**src/rtl/fifo_rd_packer.sv**
```systemverilog
// Read-domain consumer for the async FIFO: pops entries, packs PACK of them per
// output word, and streams words on valid/ready with flush and sticky underflow.
module fifo_rd_packer #(
  parameter int WIDTH = 8,
  parameter int PACK  = 4,
  parameter int CNT_W = 16
) (
  input  logic                    rd_clk,
  input  logic                    rst_n,
  input  logic                    enable,
  input  logic                    flush,
  input  logic                    empty,
  input  logic                    underflow,
  input  logic [WIDTH-1:0]        rdata,
  output logic                    rd_en,
  output logic [WIDTH*PACK-1:0]   out_data,
  output logic [$clog2(PACK):0]   out_lanes,
  output logic                    out_last,
  output logic                    out_valid,
  input  logic                    out_ready,
  output logic                    err_underflow,
  output logic [CNT_W-1:0]        word_cnt
);

  localparam int LW = $clog2(PACK) + 1;

  localparam logic [1:0] FILL  = 2'd0;
  localparam logic [1:0] FULL  = 2'd1;
  localparam logic [1:0] FLUSH = 2'd2;

  logic [1:0]            state;
  logic [LW-1:0]         lane_cnt;
  logic                  pend;
  logic                  flush_req;
  logic [WIDTH*PACK-1:0] packer;
  logic [LW:0]           occupancy;
  logic                  handshake;
  logic                  out_free;

  // Lanes already filled plus the pop still in flight must leave room for another.
  assign occupancy = {1'b0, lane_cnt} + {{LW{1'b0}}, pend};
  assign rd_en     = rst_n && enable && !empty && (occupancy < (LW+1)'(PACK)) && (state == FILL);
  assign handshake = out_valid && out_ready;
  assign out_free  = !out_valid || out_ready;

  always_ff @(posedge rd_clk or negedge rst_n) begin
    if (!rst_n) begin
      state         <= FILL;
      lane_cnt      <= '0;
      pend          <= 1'b0;
      flush_req     <= 1'b0;
      packer        <= '0;
      out_data      <= '0;
      out_lanes     <= '0;
      out_last      <= 1'b0;
      out_valid     <= 1'b0;
      err_underflow <= 1'b0;
      word_cnt      <= '0;
    end else begin
      pend          <= rd_en;
      err_underflow <= err_underflow | underflow;

      if (handshake) begin
        word_cnt  <= word_cnt + CNT_W'(1);
        out_valid <= 1'b0;
      end

      // A landing pop is captured in any state, including after enable drops.
      if (pend) begin
        for (int i = 0; i < PACK; i++) begin
          if (lane_cnt == LW'(i)) packer[i*WIDTH +: WIDTH] <= rdata;
        end
        lane_cnt <= lane_cnt + LW'(1);
      end

      case (state)
        FILL: begin
          if (lane_cnt == LW'(PACK)) begin
            state <= FULL;
          end else if (flush_req && !pend) begin
            if (lane_cnt != '0)  state     <= FLUSH;
            else if (!rd_en)     flush_req <= 1'b0;
          end
        end
        FULL, FLUSH: begin
          if (!pend && out_free) begin
            out_data  <= packer;
            out_lanes <= lane_cnt;
            out_last  <= (state == FLUSH);
            out_valid <= 1'b1;
            packer    <= '0;
            lane_cnt  <= '0;
            if (state == FLUSH) flush_req <= 1'b0;
            state     <= FILL;
          end
        end
        default: state <= FILL;
      endcase

      // A new request always survives, even in the cycle a previous one retires.
      if (flush) flush_req <= 1'b1;
    end
  end

endmodule

```
**config.mk**
```make
export PLATFORM = sky130hd
export DESIGN_NAME = fifo_rd_packer
export DESIGN_NICKNAME = d
export VERILOG_FILES = /design/src/rtl/fifo_rd_packer.sv
export SDC_FILE = /design/constraint.sdc
export NUM_CORES = 1
export LEC_CHECK = 0
export BUFFER_PORTS_ARGS = -buffer_cell sky130_fd_sc_hd__clkbuf_2
export CORE_MARGIN = 5
export CORE_UTILIZATION = 25
export CTS_BUF_LIST = sky130_fd_sc_hd__clkbuf_2
export DETAILED_ROUTE_END_ITERATION = 7
export SYNTH_ARGS = -nofsm -noshare
export SYNTH_HDL_FRONTEND = slang
export SYNTH_SLANG_ARGS = --single-unit
```
**constraint.sdc**
```tcl
create_clock -name rd_clk -period 1.6 [get_ports rd_clk]
set_input_delay 0.08 -clock rd_clk [delete_from_list [all_inputs] [get_ports rd_clk]]
set_output_delay 0.08 -clock rd_clk [all_outputs]
set_load 0.03 [all_outputs]
```
# After elaboration in Yosys (flattened, before gate mapping)
# Cells that the tools add are included.
[op_classes]
mul = 0
div = 0
n_mux = 26
n_reduce_logical = 19
n_lt_le_gt_ge = 1
add_sub_neg = 3
shift = 0
bitwise_logic = 1
eq_ne = 15
[op_table]
columns = ["op", "n"]
rows = [
  ["two-way mux 32 bit", 3],
  ["two-way mux 8 bit", 4],
  ["adder 16 x 1 -> 16 bit, second input constant", 1],
  ["!= test 3 bit, second input constant", 5],
  ["two-way mux 1 bit", 10],
  ["two-way mux 3 bit", 3],
  ["two-way mux 2 bit", 4],
  ["logical AND 1 bit", 7],
  ["AND reduction 7 bit", 1],
  ["equality test 3 x 2 -> 1 bit, second input constant", 2],
  ["!= test 3 x 1 -> 1 bit, second input constant", 2],
  ["nonzero test 3 bit", 2],
  ["adder 3 x 1 -> 4 bit", 1],
  ["less-than comparator 4 x 3 -> 1 bit, second input constant", 1],
  ["case mux 2 bit (2 select lines)", 1],
  ["adder 3 x 1 -> 3 bit, second input constant", 1],
  ["equality test 3 x 1 -> 1 bit, second input constant", 1],
  ["equality test 3 bit, second input constant", 1],
  ["zero test 1 bit", 3],
  ["zero test 3 bit", 1],
  ["!= test 3 x 2 -> 1 bit, second input constant", 1],
  ["AND reduction 3 bit", 1],
  ["equality test 2 x 1 -> 1 bit, second input constant", 1],
  ["equality test 2 bit, second input constant", 1],
  ["7 further kinds", 7],
]
[totals]
ram_bits = 0
rom_bits = 0
word_cells = 76
input_bits = 15
ff_bits = 93
out_inout_bits = 55
mem_count = 0
latchBits = 0

# Logic depth before layout (Yosys ltp)
# Gate-level depths: netlist of run 1.
[logic_depth]
ltp_word = 10
mapped_depth = 7
ltp_nobuf = 6

# Least setup slack after synthesis of run 1
# No wires, ideal clock.
[synth_path]
kind = "register to register"
startpoint = "register state[0]"
endpoint = "register flush_req"
arrival_ns = 1.896
period_less_slack_ns = 1.974
t_required_ns = 1.521
n_path_buf = 0
path_slack_ns = -0.374
stages_incl_launch_ff = 7
setup_ns = 0.079
cell_sequence = "dfrtp_1 -> inv_1 -> ha_1 -> nand4b_1 -> a211oi_1 -> a2111oi_0 -> a21oi_1"
[synth_between]
elab_chain_len = 4
word_cells_on_any_way = 15
cone_classes = "8 x eq/ne; 2 x mux; 5 x reduce/logical"
[synth_lines]
columns = ["item", "line_no", "rtl"]
rows = [
  ["start: declaration", "31", "logic [1:0] state;"],
  ["start signal: assignment", "48", "state <= FILL;"],
  ["start signal: assignment", "79", "state <= FULL;"],
  ["start signal: assignment", "81", "if (lane_cnt != '0) state <= FLUSH;"],
  ["zero test 2 bit", "42", "assign rd_en = rst_n && enable && !empty && (occupancy < (LW+1)'(PACK)) && (state == FILL);"],
  ["logical AND 1 bit", "42", ""],
  ["via rd_en", "15", "output logic rd_en,"],
  ["!= test 3 bit (no source line)", "-", ""],
  ["AND reduction 7 bit (no source line)", "-", ""],
  ["end signal: assignment", "51", "flush_req <= 1'b0;"],
  ["end signal: assignment", "82", "else if (!rd_en) flush_req <= 1'b0;"],
  ["end signal: assignment", "93", "if (state == FLUSH) flush_req <= 1'b0;"],
  ["end: declaration", "34", "logic flush_req;"],
]
# The timed path passes the listed nets, and every way through them passes these cells.
# A chain may end at the register's enable or synchronous reset.

# Worst setup path in the final report of run 1
[layout_path]
startpoint = "register state[1]"
endpoint = "output rd_en"
[layout_between]
elab_chain_len = 2
[layout_lines]
columns = ["item", "line_no"]
rows = [
  ["zero test 2 bit", "42"],
  ["logical AND 1 bit", "42"],
  ["end: declaration", "15"],
]
# Every way passes these cells.

==> results.cfg, run 1 <==
[run_status]
status = finished, violations left
violations = setup timing

[hold_path]
min_path_type = in2async

[die]
dieArea_mm2 = 0.0182
core-area_mm2 = 0.0153
start_util_pct = 25.5
die_h_um = 135
pin_count = 70
die_w_um = 135
fp-row-count = 45

[grt]
grt_use_total_pct = 11.8
grt_max_degree = 94
antenna_found_initial = 1
overflow = 0
grt_first_pass_wirelength_um = 16900
grt_pass1_vias = 3209

[critical_path]
critPathMaxFanout = 2
worstSetupStartpointType = register
worstSetupPathType = reg2out
worst-endpoint-required_ns = 1.52
crit_path_top_delay_cell = dfrtp_1
crit_arrival_ns = 1.84
cp-end-kind = output pin
cpPeakStageDelay_ns = 0.46
ff2ff_path_depth = 8
crit_path_cell_trace = inv_2 > ha_4 > nand4b_1 > a211oi_4 > clkbuf_8

[clock_tree]
cts_buffers = 9
clkTransAtPathRegs_ns = 0.27
clock_latency_ns = 0.59
clock-sinks = 93
clockBufferDepth = 2
h-tree-depth = 3
cts_tree = yes
cts-root-buf = clkbuf_2

[logic_synthesis]
yosysTopAreaCell = dfrtp_1
synth_most_common_cell = dfrtp_1
synthDistinctLibCells = 30
syn_area_mm2 = 0.00389
synth_top_area_share_pct = 59.8
yosys-top-cells-area = dfrtp_1 (60%), mux2_2 (10%), nand3_1 (5.1%), a21oi_1 (4.4%), nand2_1 (4.0%)
async_reset_ff_share_pct = 100
synth_common_cells = dfrtp_1 (93), nand2_1 (41), nand3_1 (40), mux2_2 (35), a21oi_1 (34)
synth_top_family_by_area = simple AND/OR/NAND/NOR gates
synth_adder_area_share_pct = 2.89
synth-edff-count = 0
synth_area_per_cell_um2 = 11.7
synth_ff_type = dfrtp_1
ys_warn_count = 0
ys_seq_area_share_pct = 59.8
muxShareOfSynthArea_pct = 11.0
synth_xor_area_share_pct = 3.38
synth_cells = 332
synth_compound_area_share_pct = 6.18
synth-seq-cells = 93
syn-num-nets = 356
synth_simple_gate_area_share_pct = 13.6

[placed_design]
hpwl_um = 6500
port_buffers = 69
place_congestion = 0.779

[sta]
setup_slack_ns = -0.321
fin_crit_ns = 1.92
finalCritPeriodShare_pct = 120
slew_headroom_pct = 65.1
hold_viol = 0
max_freq_mhz = 521
setup_tns_ns = -6.83
maxSlewViolCount = 0
fin_skew_ns = 0.0283
tightest_slew_ns = 0.523
rsz0062_at_grt = yes
setup_violations = 59
holdWs_ns = 0.0529

[routing]
dr.pass1.iters = 4
wl_per_cell_um = 16.1
via_per_inst = 4.47
num_vias = 2992
antenna_left = 0
drc = 0
dr.first_iter.drc_count = 201
wirelength_um = 10800

[power]
power.switching_w = 0.00353
irDropWorstVdd_mv = 0.487
pwr_density_cell_mw_per_mm2 = 1580
p_clk_share_pct = 12.8
comb_power_share_pct = 52.0
leakagePower_nw = 2.57
p_seq_share_pct = 35.3
internal_power_w = 0.00526
power_w = 0.00879
power.share.switching_pct = 40.2

[run]
drv_cap = 0

[finish]
drive_gt1_share_pct = 47.8
layout-area-overhead-vs-synth_pct = 43.5
nNetsFinal = 477
[state kept, by name, indices dropped and copies added (netlist names)]
| signal | cells |
|---|---|
| state | 2 |
| out_lanes | 3 |
| err_underflow | 1 |
| pend | 1 |
| out_data | 32 |
| packer | 32 |
| word_cnt | 16 |
| out_last | 1 |
| out_valid | 1 |
| lane_cnt | 3 |
| flush_req | 1 |
[layout by cell type (no fill, tap or decap), drive strengths merged, types with 9 or more instances in the layout]
master       count
dfrtp           93
clkbuf          77
buf             44
nand2           41
nand3           40
mux2            37
a21oi           34
dlygate4sd3     14
xnor2           13
inv             12
ha               9
[power groups by stage]
stage               logic (W)  registers, W  clock network (W)
detailed placement    0.00281       0.00313                  0
floorplan             0.00144       0.00359                  0
CTS                   0.00442       0.00310            0.00118
finish                0.00457       0.00310            0.00112
global route          0.00484       0.00316            0.00126
global placement      0.00275       0.00311                  0
[area by class of cell]
cell class,instances,area (µm²)
clock buffers,9,45.0
flip-flops and latches,93,2330
fillers,1479,9680
repair buffers,126,1050
diodes,1,2.50
multi-input cells,214,1790
clock inverters,7,58.8
well taps,211,264
inverters,9,36.3
[through the flow]
stage | worst slack, ns | cells | util [%] | cell area (µm²)
floorplan | -0.104 | 332 | - | 3930
global placement | -0.0672 | 615 | 30.3 | 4630
detailed placement | -0.104 | 615 | 30.3 | 4630
CTS | -0.353 | 669 | 35.7 | 5440
global route | -0.450 | 670 | 36.6 | 5580
finish | -0.321 | 670 | 36.6 | 5580
[logic make-up (layout without fill, tap and decap cells)]
kind of cell / count (synthesis) / in the layout
other cells: 0 / 1
simple gates: 108 / 108
xor+xnor: 15 / 15
compound gates: 44 / 44
flops: 93 / 93
buf+inv: 25 / 151
fa+ha+maj: 9 / 9
mux: 38 / 38
[repair_timing]
| item | 4_1_cts | 5_1_grt |
|---|---|---|
| hold endpoints to repair | 137 | 0 |
| gates cloned | 7 | 0 |
| setup buffers | 17 | 11 |
| gates resized for setup | 63 | 60 |
| hold buffers | 14 | 0 |
| setup endpoints to repair | 58 | 77 |
| pin swaps | 6 | 3 |
[worst max-delay path, delay by kind of cell (launching register included)]
family                   cells  cell delay, ns
adder cells (fa/ha/maj)      1            0.13
flip-flops                   1            0.46
buffers and inverters        2            0.29
AND/OR/NAND/NOR              1            0.15
AO/OA/AOI/OAI                1            0.24
[path summary, 6_finish.rpt]
path,start,end,slack (ns)
max,state[1],rd_en,-0.32
min,rst_n,out_data[18],0.05
max reg2reg,state[1],out_data[28],-0.20
min reg2reg,word_cnt[15],word_cnt[15],0.49
max in group asynchronous,rst_n,pend,1.08
min in group rd_clk,underflow,err_underflow,0.23
[metal layers]
metal,wire (µm),GRT usage (%)
met3,661,3.02
met5,0,0
met2,5240,19.3
met4,274,5.88
met1,4610,14.3
No activity file was read; power rests on OpenSTA's default activity.
==> run 2: changes to the inputs <==
Settings changed: RECOVER_POWER set to 50.
==> results.cfg, run 2 (synthesis results as in run 1) <==
[sta]
finalCritPeriodShare_pct = 120
setup_tns_ns = -6.81
slew_headroom_pct = 16.2
maxSlewViolCount = 0
setup_slack_ns = -0.323
max_freq_mhz = 520
setup_violations = 60
fin_skew_ns = 0.0265
tightest_slew_ns = 1.26
hold_viol = 0
fin_crit_ns = 1.92
rsz0062_at_grt = yes

[critical_path]
crit_path_cell_trace = inv_2 > ha_4 > nand4b_1 > a211oi_4 > clkbuf_8
crit_path_top_delay_cell = dfrtp_1
cpPeakStageDelay_ns = 0.46
crit_arrival_ns = 1.84
cp-end-kind = output pin
path_buf_inv = 2
worst-endpoint-required_ns = 1.52
r2r-start = state[1]
worstSetupStartpointType = register
critPathMaxFanout = 2
crit_family = flip-flops
worstSetupPathType = reg2out
critPathLaunch = state[1]

[die]
fp-row-count = 45
pin_count = 70
die_h_um = 135
core-area_mm2 = 0.0153
dieArea_mm2 = 0.0182
die_w_um = 135
start_util_pct = 25.5

[finish]
fillCellCount = 1480
nNetsFinal = 477
top_regs = out_data: 32 flops, packer: 32 flops, word_cnt: 16 flops
drive_gt1_share_pct = 47.8
layout-area-overhead-vs-synth_pct = 43.2
final_area_mm2 = 0.00557
layout_commonest_cell = dfrtp_1
final_cell_mix = dfrtp_1 (89), clkbuf_2 (76), nand2_1 (41)

[routing]
wl_per_cell_um = 16.1
num_vias = 3005
antenna_left = 0
via_per_inst = 4.49
drc = 0
dr.pass1.iters = 4
wirelength_um = 10800
dr.first_iter.drc_count = 211

[clock_tree]
clock_latency_ns = 0.59
clock-sinks = 93
cts_tree = yes
clockBufferDepth = 2
h-tree-depth = 3
clkTransAtPathRegs_ns = 0.27
cts-root-buf = clkbuf_2
cts_buffers = 9

[grt]
grt_use_total_pct = 11.8
grt_pass1_vias = 3209
antenna_found_initial = 1
grt_max_degree = 94
overflow = 0
grt_first_pass_wirelength_um = 16900

[hold_path]
worstHoldStart = underflow
min_path_type = in2reg

[placed_design]
port_buffers = 69
place_congestion = 0.779
hpwl_um = 6500
place_area_mm2 = 0.00463

[run_status]
status = finished, violations left
violations = setup timing

[power]
pwr_density_cell_mw_per_mm2 = 1580
irDropWorstVdd_mv = 0.489
leakagePower_nw = 2.57

[run]
drv_cap = 0
-- run 2: cell types whose count changed in the layout (fill, tap and decap cells not counted) --
cell      previous run  this run
clkbuf_4             0         1
buf_12               9         8
-- run 2: metal layers --
metal / GRT usage (%) / share of wire (%)
met4: 5.88 / 2.9
met2: 19.3 / 49
met3: 3.02 / 6.0
met5: 0 / 0
met1: 14.3 / 42
-- run 2: timing repair --
item / CTS / global route
gates cloned: 7 / 0
hold buffers: 14 / 0
pin swaps: 6 / 3
resized for setup: 63 / 60
buffers inserted: 17 / 11
endpoints found under the hold margin: 137 / 0
endpoints found under the setup margin: 58 / 77
-- run 2: through the flow --
stage          power, W  hold slack [ns]  utilization, %  cells  worst slack [ns]
2_1_floorplan   0.00503           -0.216               -    332            -0.104
3_3_place_gp    0.00586            0.229            30.3    615           -0.0672
3_5_place_dp    0.00594            0.240            30.3    615            -0.104
4_1_cts         0.00869           0.0804            35.7    669            -0.353
5_1_grt         0.00927            0.188            36.5    670            -0.450
6_report        0.00879            0.225            36.5    670            -0.323
-- run 2: report_power, final --
part | switching [W] | internal, W | total (W)
Sequential | 0.000322 | 0.00278 | 0.00310
Clock | 0.000887 | 0.000236 | 0.00112
Combinational | 0.00232 | 0.00224 | 0.00456
Total | 0.00353 | 0.00526 | 0.00879
-- run 2: layout make-up --
class / instances / area [µm²] / area share (%)
antenna: 1 / 2.50 / 0.0449
clock buffer: 9 / 45.0 / 0.809
clock inverter: 7 / 58.8 / 1.06
inverter: 9 / 36.3 / 0.652
multi-input combinational: 214 / 1790 / 32.2
sequential: 93 / 2330 / 41.9
tap: 211 / 264 / 4.74
timing repair buffer: 126 / 1040 / 18.6
-- run 2: final timing paths --
check	endpoint	slack, ns	cells after the start
worst max register to register	out_data[28]	-0.20	8
worst max-delay path	rd_en	-0.32	5
worst min-delay path	err_underflow	0.22	3
max in group asynchronous	word_cnt[0]	0.31	3
worst min register to register	word_cnt[15]	0.49	1
min in group asynchronous	out_data[18]	0.41	3
-- run 2: worst reg2reg max path: stages, from the launching register on --
cell     delay, ns
dfrtp_1       0.43
inv_2         0.06
ha_4          0.28
inv_4         0.04
nor3_4        0.20
buf_12        0.18
buf_12        0.13
buf_16        0.12
mux2_4        0.29
==> run 3: changes to the inputs <==
Settings changed: ABC_AREA set to 1, CORE_UTILIZATION 25 to 40.
==> results.cfg, run 3 <==
[sta]
tightest_slew_ns = 1.24
fin_skew_ns = 0.0389
hold_viol = 0
finalCritPeriodShare_pct = 114
rsz0062_at_grt = yes
setup_slack_ns = -0.221
setup_violations = 17
max_freq_mhz = 549
maxSlewViolCount = 0
slew_headroom_pct = 17.1
setup_tns_ns = -1.75
fin_crit_ns = 1.82

[placed_design]
dp_slack_ns = 0.00157
place_congestion = 0.777
port_buffers = 69
hpwl_um = 5910

[grt]
grt_pass1_vias = 2991
grt_use_total_pct = 14.9
grt_max_degree = 94
grt_first_pass_wirelength_um = 14000
antenna_found_initial = 1
overflow = 0

[power]
irDropWorstVdd_mv = 0.785
pwr_density_cell_mw_per_mm2 = 1500
internal_power_w = 0.00423
p_seq_share_pct = 40.6
leakagePower_nw = 2.57
p_clk_share_pct = 13.7
comb_power_share_pct = 45.7
power.switching_w = 0.00315
power_w = 0.00738
power.share.switching_pct = 42.7

[logic_synthesis]
synth_cells = 426
syn-num-nets = 450
yosysTopAreaCell = dfrtp_1
synth-seq-cells = 93
synth_ff_type = dfrtp_1
synth-edff-count = 0
synth_area_per_cell_um2 = 9.36
synthDistinctLibCells = 26
ys_warn_count = 0
ys_seq_area_share_pct = 58.4
yosys-top-cells-area = dfrtp_1 (58%), nand2_1 (10%), o21ai_0 (5.5%), inv_1 (5.1%), a21oi_1 (3.3%)
synth_top_area_share_pct = 58.4
async_reset_ff_share_pct = 100
synth_common_cells = nand2_1 (111), dfrtp_1 (93), inv_1 (54), o21ai_0 (44), a21oi_1 (26)
syn_area_mm2 = 0.00399
synth_most_common_cell = nand2_1

[die]
core-area_mm2 = 0.00973
die_w_um = 110
pin_count = 70
dieArea_mm2 = 0.0121
die_h_um = 110
start_util_pct = 41.0
fp-row-count = 36

[clock_tree]
cts-root-buf = clkbuf_2
cts_buffers = 9
cts_tree = yes
clockBufferDepth = 2
clock-sinks = 93
clkTransAtPathRegs_ns = 0.27
clock_latency_ns = 0.54
h-tree-depth = 3

[critical_path]
cp-end-kind = output pin
worst-endpoint-required_ns = 1.52
critPathMaxFanout = 2
crit_arrival_ns = 1.74
cpPeakStageDelay_ns = 0.46
worstSetupPathType = reg2out
crit_path_top_delay_cell = dfrtp_1
worstSetupStartpointType = register
crit_path_cell_trace = buf_6 > ha_4 > a21oi_4 > nand2_2 > nor2_4 > buf_8

[run]
drv_cap = 0

[routing]
antenna_left = 0
num_vias = 3077
wirelength_um = 8670
wl_per_cell_um = 13.1
drc = 0
via_per_inst = 4.64
dr.first_iter.drc_count = 171
dr.pass1.iters = 4

[finish]
nNetsFinal = 549
layout-area-overhead-vs-synth_pct = 23.5
layout_commonest_cell = nand2_1
final_cell_mix = nand2_1 (110), dfrtp_1 (91), clkbuf_2 (75)
top_regs = out_data: 32 flops, packer: 32 flops, word_cnt: 16 flops
drive_gt1_share_pct = 24.2

[run_status]
status = finished, violations left
violations = setup timing

[hold_path]
min_path_type = in2reg
==> run 3: cell count changes in the layout (fill, tap and decap cells not counted), moves of 8 or more <==
cell	delta
nand2_1	+69
inv_1	+47
o21ai_0	+38
mux2_4	-36
a21oi_2	-30
nand3_1	-27
a21oi_1	+23
o21ai_1	+15
buf_4	-9
nor2_1	+9
xnor2_1	-8
==> run 3: power by group through the flow <==
stage | registers [W] | logic, W | clock network [W]
2_1_floorplan | 0.00340 | 0.00176 | 0
6_report | 0.00300 | 0.00337 | 0.00101
3_5_place_dp | 0.00305 | 0.00309 | 0
3_3_place_gp | 0.00303 | 0.00305 | 0
4_1_cts | 0.00300 | 0.00319 | 0.00107
5_1_grt | 0.00305 | 0.00376 | 0.00115
==> run 3: logic make-up after synthesis <==
group	synth area share, %
flops	58.4
simple gates	16.0
fa+ha+maj	2.82
buf+inv	7.69
xor+xnor	2.42
compound gates	10.4
mux	2.26
==> run 3: per-layer routing <==
layer	up-vias	global-route usage, %	part of all wire (%)
met2	55	25.1	48
met3	14	2.29	3.7
met4	0	6.86	2.2
met1	1457	18.7	46
met5	-	0	0
li1	1551	-	-
==> run 3: repair_timing <==
action | CTS | global route
pin swaps | 2 | 1
setup buffers | 2 | 1
endpoints found under the hold margin | 132 | 0
cloned | 0 | 1
resized for setup | 10 | 10
hold buffers | 14 | 0
endpoints found under the setup margin | 24 | 52
==> run 3: worst max-delay path, delay by kind of cell, from the launching register on <==
| kind | cells | cell delay (ns) |
|---|---|---|
| flops | 1 | 0.46 |
| compound gates | 1 | 0.14 |
| simple gates | 2 | 0.19 |
| buf+inv | 2 | 0.26 |
| fa+ha+maj | 1 | 0.15 |
==> run 3: cell type report <==
type                       count  area, µm²
fill                         945       4800
sequential                    93       2330
multi-input combinational    262       1400
timing repair buffer         102        711
inverter                      57        219
tap                          133        166
clock inverter                 6       48.8
clock buffer                   9       45.0
antenna                        1       2.50
==> run 3: final timing paths <==
path	from	to	slack, ns	cells after the start
hold / removal	underflow	err_underflow	0.26	3
hold reg to reg	packer[26]	out_data[26]	0.47	2
min in group asynchronous	rst_n	lane_cnt[0]	0.43	3
max in group asynchronous	rst_n	pend	0.35	3
setup reg to reg	lane_cnt[0]	packer[16]	-0.13	6
setup / recovery	lane_cnt[0]	rd_en	-0.22	6
==> run 3: per-stage QoR <==
step	hold WS, ns	util (%)	std cells	instance area, µm²
6_report	0.259	50.6	663	4930
5_1_grt	0.245	50.6	663	4930
4_1_cts	0.0824	50.1	660	4870
3_5_place_dp	0.193	47.2	629	4590
3_3_place_gp	0.196	47.2	629	4590
2_1_floorplan	-0.216	-	426	3990
